--- src/rtl/conv_sequencer.sv ---
// conv_sequencer: walks an image with a KxK kernel (valid, stride 1), driving the convolve MAC strobes and writing each result.
// Optional ReLU on written outputs is enabled by defining CONV_SEQUENCER_RELU_EN.
module conv_sequencer #(
  parameter int IMG_W = 8,
  parameter int IMG_H = 8,
  parameter int K = 3,
  parameter int MAC_LAT = 2,
  parameter int AW = 16
) (
  input  logic          clk,
  input  logic          reset,
  input  logic          start,
  output logic          busy,
  output logic          done,
  output logic [AW-1:0] img_addr,
  input  logic [7:0]    img_rdata,
  output logic [AW-1:0] wgt_addr,
  input  logic [7:0]    wgt_rdata,
  output logic [7:0]    signal,
  output logic [7:0]    weight,
  output logic          clken,
  output logic          s_convout,
  output logic          en_mult_r,
  output logic          en_sat,
  input  logic [7:0]    convout,
  output logic          out_we,
  output logic [AW-1:0] out_addr,
  output logic [7:0]    out_data
);
  localparam int OUT_W = IMG_W - K + 1;
  localparam int OUT_H = IMG_H - K + 1;
  localparam int KW = K > 1 ? $clog2(K) : 1;
  localparam int CW = OUT_W > 1 ? $clog2(OUT_W) : 1;
  localparam int RW = OUT_H > 1 ? $clog2(OUT_H) : 1;
  localparam int DW = MAC_LAT > 0 ? $clog2(MAC_LAT + 1) : 1;

  typedef enum logic [2:0] {IDLE, TAP, DRAIN, SAT, WRITE, FIN} state_t;

  state_t state_q, state_d;
  logic [RW-1:0] row_q, row_d;
  logic [CW-1:0] col_q, col_d;
  logic [KW-1:0] ky_q, ky_d, kx_q, kx_d;
  logic [DW-1:0] dcnt_q, dcnt_d;
  logic [AW-1:0] img_addr_q, img_addr_d, wgt_addr_q, wgt_addr_d;
  logic          clken_q, clken_d, s_convout_q, s_convout_d;
  logic [7:0]    wr_data;

  always_ff @(posedge clk or negedge reset) begin
    if (!reset) begin
      state_q     <= IDLE;
      row_q       <= '0;
      col_q       <= '0;
      ky_q        <= '0;
      kx_q        <= '0;
      dcnt_q      <= '0;
      img_addr_q  <= '0;
      wgt_addr_q  <= '0;
      clken_q     <= 1'b0;
      s_convout_q <= 1'b0;
    end else begin
      state_q     <= state_d;
      row_q       <= row_d;
      col_q       <= col_d;
      ky_q        <= ky_d;
      kx_q        <= kx_d;
      dcnt_q      <= dcnt_d;
      img_addr_q  <= img_addr_d;
      wgt_addr_q  <= wgt_addr_d;
      clken_q     <= clken_d;
      s_convout_q <= s_convout_d;
    end
  end

  always_comb begin
    state_d = state_q;
    row_d   = row_q;
    col_d   = col_q;
    ky_d    = ky_q;
    kx_d    = kx_q;
    dcnt_d  = dcnt_q;
    case (state_q)
      IDLE: if (start) begin
        state_d = TAP;
        row_d   = '0;
        col_d   = '0;
        ky_d    = '0;
        kx_d    = '0;
      end
      TAP: if (kx_q == KW'(K - 1)) begin
        kx_d = '0;
        if (ky_q == KW'(K - 1)) begin
          ky_d    = '0;
          dcnt_d  = '0;
          state_d = DRAIN;
        end else begin
          ky_d = ky_q + 1'b1;
        end
      end else begin
        kx_d = kx_q + 1'b1;
      end
      DRAIN: if (dcnt_q == DW'(MAC_LAT)) state_d = SAT;
             else dcnt_d = dcnt_q + 1'b1;
      SAT: state_d = WRITE;
      WRITE: if (col_q == CW'(OUT_W - 1)) begin
        col_d = '0;
        if (row_q == RW'(OUT_H - 1)) begin
          row_d   = '0;
          state_d = FIN;
        end else begin
          row_d   = row_q + 1'b1;
          state_d = TAP;
        end
      end else begin
        col_d   = col_q + 1'b1;
        state_d = TAP;
      end
      FIN: state_d = IDLE;
      default: state_d = IDLE;
    endcase
  end

  // Addresses are registered from next-state counters so they appear on the tap cycle itself and hold afterwards.
  always_comb begin
    img_addr_d  = state_d == TAP ? AW'((int'(row_d) + int'(ky_d)) * IMG_W + int'(col_d) + int'(kx_d)) : img_addr_q;
    wgt_addr_d  = state_d == TAP ? AW'(int'(ky_d) * K + int'(kx_d)) : wgt_addr_q;
    clken_d     = state_q == TAP;
    s_convout_d = state_q == TAP && ky_q == '0 && kx_q == '0;
  end

`ifdef CONV_SEQUENCER_RELU_EN
  assign wr_data = convout[7] ? 8'h00 : convout;
`else
  assign wr_data = convout;
`endif

  always_comb begin
    busy      = state_q == TAP || state_q == DRAIN || state_q == SAT || state_q == WRITE;
    done      = state_q == FIN;
    img_addr  = img_addr_q;
    wgt_addr  = wgt_addr_q;
    signal    = img_rdata;
    weight    = wgt_rdata;
    clken     = clken_q;
    s_convout = s_convout_q;
    en_mult_r = clken_q || state_q == DRAIN || state_q == SAT || state_q == WRITE;
    en_sat    = state_q == SAT || state_q == WRITE;
    out_we    = state_q == WRITE;
    out_addr  = state_q == WRITE ? AW'(int'(row_q) * OUT_W + int'(col_q)) : '0;
    out_data  = state_q == WRITE ? wr_data : 8'h00;
  end
endmodule

--- config.mk ---
export PLATFORM = sky130hd
export DESIGN_NAME = conv_sequencer
export DESIGN_NICKNAME = d
export VERILOG_FILES = /design/src/rtl/conv_sequencer.sv
export SDC_FILE = /design/constraint.sdc
export NUM_CORES = 1
export LEC_CHECK = 0
export CORE_MARGIN = 2
export CORE_UTILIZATION = 35
export DETAILED_ROUTE_END_ITERATION = 8
export PLACE_DENSITY_LB_ADDON = 0.2
export SYNTH_ARGS = -nofsm -noshare
export SYNTH_HDL_FRONTEND = slang
export SYNTH_SLANG_ARGS = --single-unit
export TNS_END_PERCENT = 100
--- constraint.sdc ---
create_clock -name clk -period 3.9 [get_ports clk]
set_input_delay 0.585 -clock clk [delete_from_list [all_inputs] [get_ports clk]]
set_output_delay 0.585 -clock clk [all_outputs]
set_load 0.01 [all_outputs]
Yosys cells after proc, flatten, opt, wreduce, memory -nomap -nowiden

Index checks and enable logic that the tools add are counted.

Flip-flop bits (word level): 49
Bits in latches: 0
Memory bits (writable): 0
ROM bits: 0
Bits of input ports: 27
Output and inout bits: 79
Logic and storage cells: 77
Memories kept: 0

$add $sub $neg: 10
Multipliers: 2
Divide/modulo/power cells: 0
$lt $le $gt $ge: 0
Equal/unequal tests: 14
Shift operators: 0
Mux-type cells: 27
Bitwise gates (word level): 0
Reductions and logical operators: 14

Operator list:

| cell                  | count |
|---|---|
| $mux W3               | 11 |
| $mux W2               | 8 |
| $pmux W3 S5           | 1 |
| $eq A3 B3 Y1 const B  | 4 |
| $pmux W2 S2           | 3 |
| $pmux W3 S2           | 2 |
| $add A8 B2 Y9         | 1 |
| $add A7 B3 Y8         | 1 |
| $mux W8               | 1 |
| $add A6 B3 Y7         | 1 |
| $logic_or A1 B1 Y1    | 7 |
| $mux W7               | 1 |
| $add A2 B1 Y2 const B | 3 |
| $add A3 B1 Y3 const B | 2 |
| $eq A2 B2 Y1 const B  | 3 |
| $eq A3 B1 Y1 const B  | 2 |
| $eq A3 B2 Y1 const B  | 2 |
| $add A4 B2 Y5         | 1 |
| $mul A3 B2 Y5 const B | 1 |
| $add A3 B2 Y4         | 1 |
| $logic_not A2 Y1      | 2 |
| $mul A2 B2 Y4 const B | 1 |
| $ne A2 B1 Y1 const B  | 2 |
| $reduce_and A4 Y1     | 1 |
| 4 further kinds       | 5 |

Longest topological paths before layout

Word-level depth: 7
Gate-level depth with buffers: 15
Gate-level depth less buffers: 14

Worst setup path before layout

No wires, ideal clock.

Path kind: reg-to-reg
Start point: register state_q[2]
End point: register wgt_addr_q[2] (netlist: wgt_addr[2])
Library setup time: 0.128 ns
Arrival time: 2.985 ns
Required time: 3.772 ns
Path slack: 0.787 ns
Stages on the path, launching flop included: 9
Buffers on the path: 1
Clock period less this slack: 3.113 ns
Cell sequence: dfrtp_1 buf_4 nor2b_1 nand2b_1 o41ai_1 fa_1 ha_1 fa_1 mux2_1

Cells in the longest elaborated chain, start to end: 4
Elaborated cells on any way between the ends: 15
Classes of those cells: add/sub: 1; mul: 1; eq/ne: 5; mux: 7; reduce/logical: 1

RTL lines:

| what                                             | RTL line | source |
|---|---|---|
| start: declaration                               | 39       | `state_t state_q, state_d;` |
| start signal: assignment                         | 61       | `state_q <= state_d;` |
| $eq A3 B1 Y1 or $logic_not A3 Y1 (tied branches) | 81       | `case (state_q)` |
| $pmux W2 S2 (*)                                  | 81       |  |
| via ky_d[0]                                      | 42       | `logic [KW-1:0] ky_q, ky_d, kx_q, kx_d;` |
| $mul A2 B2 Y4 (*)                                | 125      | `wgt_addr_d = state_d == TAP ? AW'(int'(ky_d) * K + int'(kx_d)) : wgt_addr_q;` |
| $add A4 B2 Y5 (*)                                | 125      |  |
| end signal: assignment                           | 68       | `wgt_addr_q <= wgt_addr_d;` |
| end: declaration                                 | 44       | `logic [AW-1:0] img_addr_q, img_addr_d, wgt_addr_q, wgt_addr_d;` |

Mark *: on every way through the listed nets, which the timed path passes. The rest lies on a longest branch.
A chain may end at the register's enable or synchronous reset.

Final worst setup path

Ends and elaborated chain as after synthesis.

==> results.md <==
* Crit path arrival time at roughly 3.5 ns
* Sw power at between 0.1 and 0.15 mW
* Post-synth ARST share at 100%
* Cell variety after synth at between 40 and 50
* GRT Max-Usage Layer: met2
* Share of layout cells above drive strength 1 at approximately 7.1%
* Crit-path cells: nor2b_1 > nand2b_1 > o41ai_1 > fa_1 > ha_1 > fa_1 > mux2_1
* Final cycle utilization of the critical path at a little over four fifths
* Root Buffer: clkbuf_8
* Worst Path Required at 4.06 ns
* Crit. path cell count at 7
* Post-Place Cell Area at ~2600 um2
* Clock buffer count from CTS at 5
* Fin Setup TNS at 0 ns
* Clock-pin slew on the worst setup and hold paths at 0.06 ns
* Drt initial violations at 100
* RSZ-0062 raised after global routing: false
* Syn-to-layout area delta at 17.9%
* Yosys warning count at 0
* I/O Pins at around 110
* Post-cts gate resize count at 0
* Detailed Place HPWL at around 3.5 mm
* Max Freq at around 300 MHz
* Final-stage net count at roughly 330
* CP Capture Type: flop
* Reg2reg path depth at 7
* Max-cap violation count at 0
* Wire per inst at between 10 and 15 um
* Vias per Instance at roughly 4.8
* Leakage at 1.25 nW
* Worst slack, placed at 0.406 ns
* Routed wire length at roughly 4.6 mm
* Worst Path Buf+Inv at 0
* Met3 usage in global routing at roughly 4%
* Starting density of the core at roughly 36%
* First-pass GRT wire length at ~7.9 mm
* Cells after Synth at between 200 and 250
* Hold path cells at 2
* Cell at the slowest stage of the critical path: o41ai_1
* Top FF cell, synth: dfrtp_1
* CTS tree: yes
* Hold_buf cts at 0
* Global Route met2 Usage at approximately a fifth
* # diodes at 0
* Met1 usage at approximately 18%
* Setup violations, final at 0
* Tmin final at approximately 3.3 ns
* Die X-Extent at 85.3 um
* Initial antenna violation count at 0
* GR Overflow Total at 0
* Most common cell after layout, fill and taps aside: clkdlybuf4s50_1
* Total track usage at about an eighth
* Cell family with the largest share of critical-path delay: adder cells
* Vias in the first global route at around 1600
* Sequential-to-total area share from yosys stat at 31.4%
* Remaining antenna violation count at 0
* Clock power frac at a little over two fifths
* Vias at 1718
* Largest net degree at the start of global routing at 30
* Outcome: finished, final reports clean
* Routability cong. at ~0.77
* Final instance area at 2720 um2
* Max H-tree Level at 2
* Rel. slew slack at between 20 and 30%
* Final worst clock skew at around 0.0037 ns
* Seq cells post-synth at 29
* Internal cell power at ~0.45 mW
* Die H at approximately 85 um
* CP peak stage delay at between 0.9 and 1 ns
* Final hold violation count at 0
* Post-synth EDFFs at 0
* Port bufs at 44
* Final Max Slew Viols at 0
* Post-CTS setup buffer count at 0
* Worst-margin pin slew at approximately 1.0 ns
* TritonCTS Sinks at 29
* DRC Markers at 0
* CORE AREA at 6350 um2
* Worst Path Class, Setup: reg -> reg
* Die area at between 7000 and 8000 um2
* Area of the mapped netlist at roughly 2300 um2
* Leading cell types in the layout, fill and taps excluded: 44 x clkdlybuf4s50_1, 29 x conb_1, 29 x dfrtp_1
* CP startpoint kind: flop
* Maximum clock insertion buffer count at 2
* Worst-path fanout max at 5
* Setup ws final at 0.597 ns
* # rows at 29
* PD cells at about 210 nW/um2
* Most used cell, CP: fa_1
* Worst Hold Class: reg -> reg
* Logic pwr share at 5.5%
* Syn Area/Cell at just over 9 um2
* Clock Latency Late Sink at between 0.2 and 0.3 ns
* Switching Share at a little over a fifth
* Flop pwr share at 52.2%
* Peak VDD IR at about 190 uV
* DRT Pass-1 Iters at 4
power groups by stage:
stage	combinational, mW	sequential (mW)	clock, mW
after floorplan	0.0516	0.306	0
after global placement	0.0313	0.306	0
after detailed placement	0.0313	0.306	0
after CTS	0.0314	0.301	0.257
after global routing	0.0357	0.301	0.272
final	0.0314	0.301	0.244
per-stage QoR:
step / utilization [%] / hold slack (ns) / std cells / total power [mW]
after floorplan: - / 0.289 / 276 / 0.358
after global placement: 41.5 / 0.477 / 351 / 0.338
after detailed placement: 41.5 / 0.470 / 351 / 0.338
after CTS: 42.9 / 0.484 / 358 / 0.590
after global routing: 42.9 / 0.517 / 358 / 0.608
final: 42.9 / 0.477 / 358 / 0.577
final cells by class:
type	count	area [um2]
fillers	617	3630
flip-flops and latches	29	726
multi-input cells	180	1260
well taps	77	96.3
inverters	12	45.0
repair buffers	53	508
clock buffers	7	86.3
worst reg2reg max path: cells and delay by family, from the launching register on:
family	cells	cell delay (ns)
adders and majority gates	3	1.19
muxes	1	0.28
and+or+nand+nor	2	0.39
DFF	1	0.37
AOI/OAI and AO/OA	1	0.94
kinds of logic after synthesis:
logic type	count (synthesis)	share of synthesized area [%]
AOI/OAI and AO/OA	41	12.1
and+or+nand+nor	72	17.5
xor gates and xnor gates	10	3.79
buffers and inverters	67	18.5
DFF	29	31.4
muxes	8	3.79
adders and majority gates	20	12.8
other	1	0.162
sequential cells by signal, summed over array words and instances, names as in the netlist:
register	flops
clken	1
col_q	3
dcnt_q	2
img_addr	8
kx_q	2
ky_q	2
row_q	3
s_convout	1
state_q	3
wgt_addr	4
final timing paths:
check,slack (ns),start,to
setup / recovery,0.60,state_q[2],wgt_addr[2]
min in group asynchronous,0.69,reset,img_addr[4]
setup reg to reg,0.60,state_q[2],wgt_addr[2]
max in group asynchronous,2.93,reset,col_q[2]
hold reg to reg,0.48,img_addr[6],img_addr[6]
hold / removal,0.48,img_addr[6],img_addr[6]
cell usage after synthesis (all sizes together) (2+ instances only):
cell	instances	area share, %
buf	49	16
nand2b	6	1.6
o22ai	2	0.54
nand3b	2	0.65
and3	13	3.5
o31ai	5	1.6
or3b	2	0.76
xnor2	5	1.9
a21o	2	0.65
nand2	18	2.9
nor3	3	0.65
nor2b	3	0.81
mux2i	2	0.87
dfrtp	29	31
clkbuf	6	0.97
nand3	2	0.43
nor2	10	1.6
nand4	2	0.54
xor2	5	1.9
a22o	4	1.5
inv	12	1.9
o21ai	15	3.6
o21a	2	0.65
mux2	6	2.9
fa	6	5.2
ha	14	7.6
a21oi	6	1.3
or4b	2	1.0
per-layer routing:
layer	share of wire, %	up-vias
met5	0	-
met4	1.1	0
met3	7.4	10
met2	45	58
met1	46	804
li1	-	846
(Power assumes the default switching activity.)
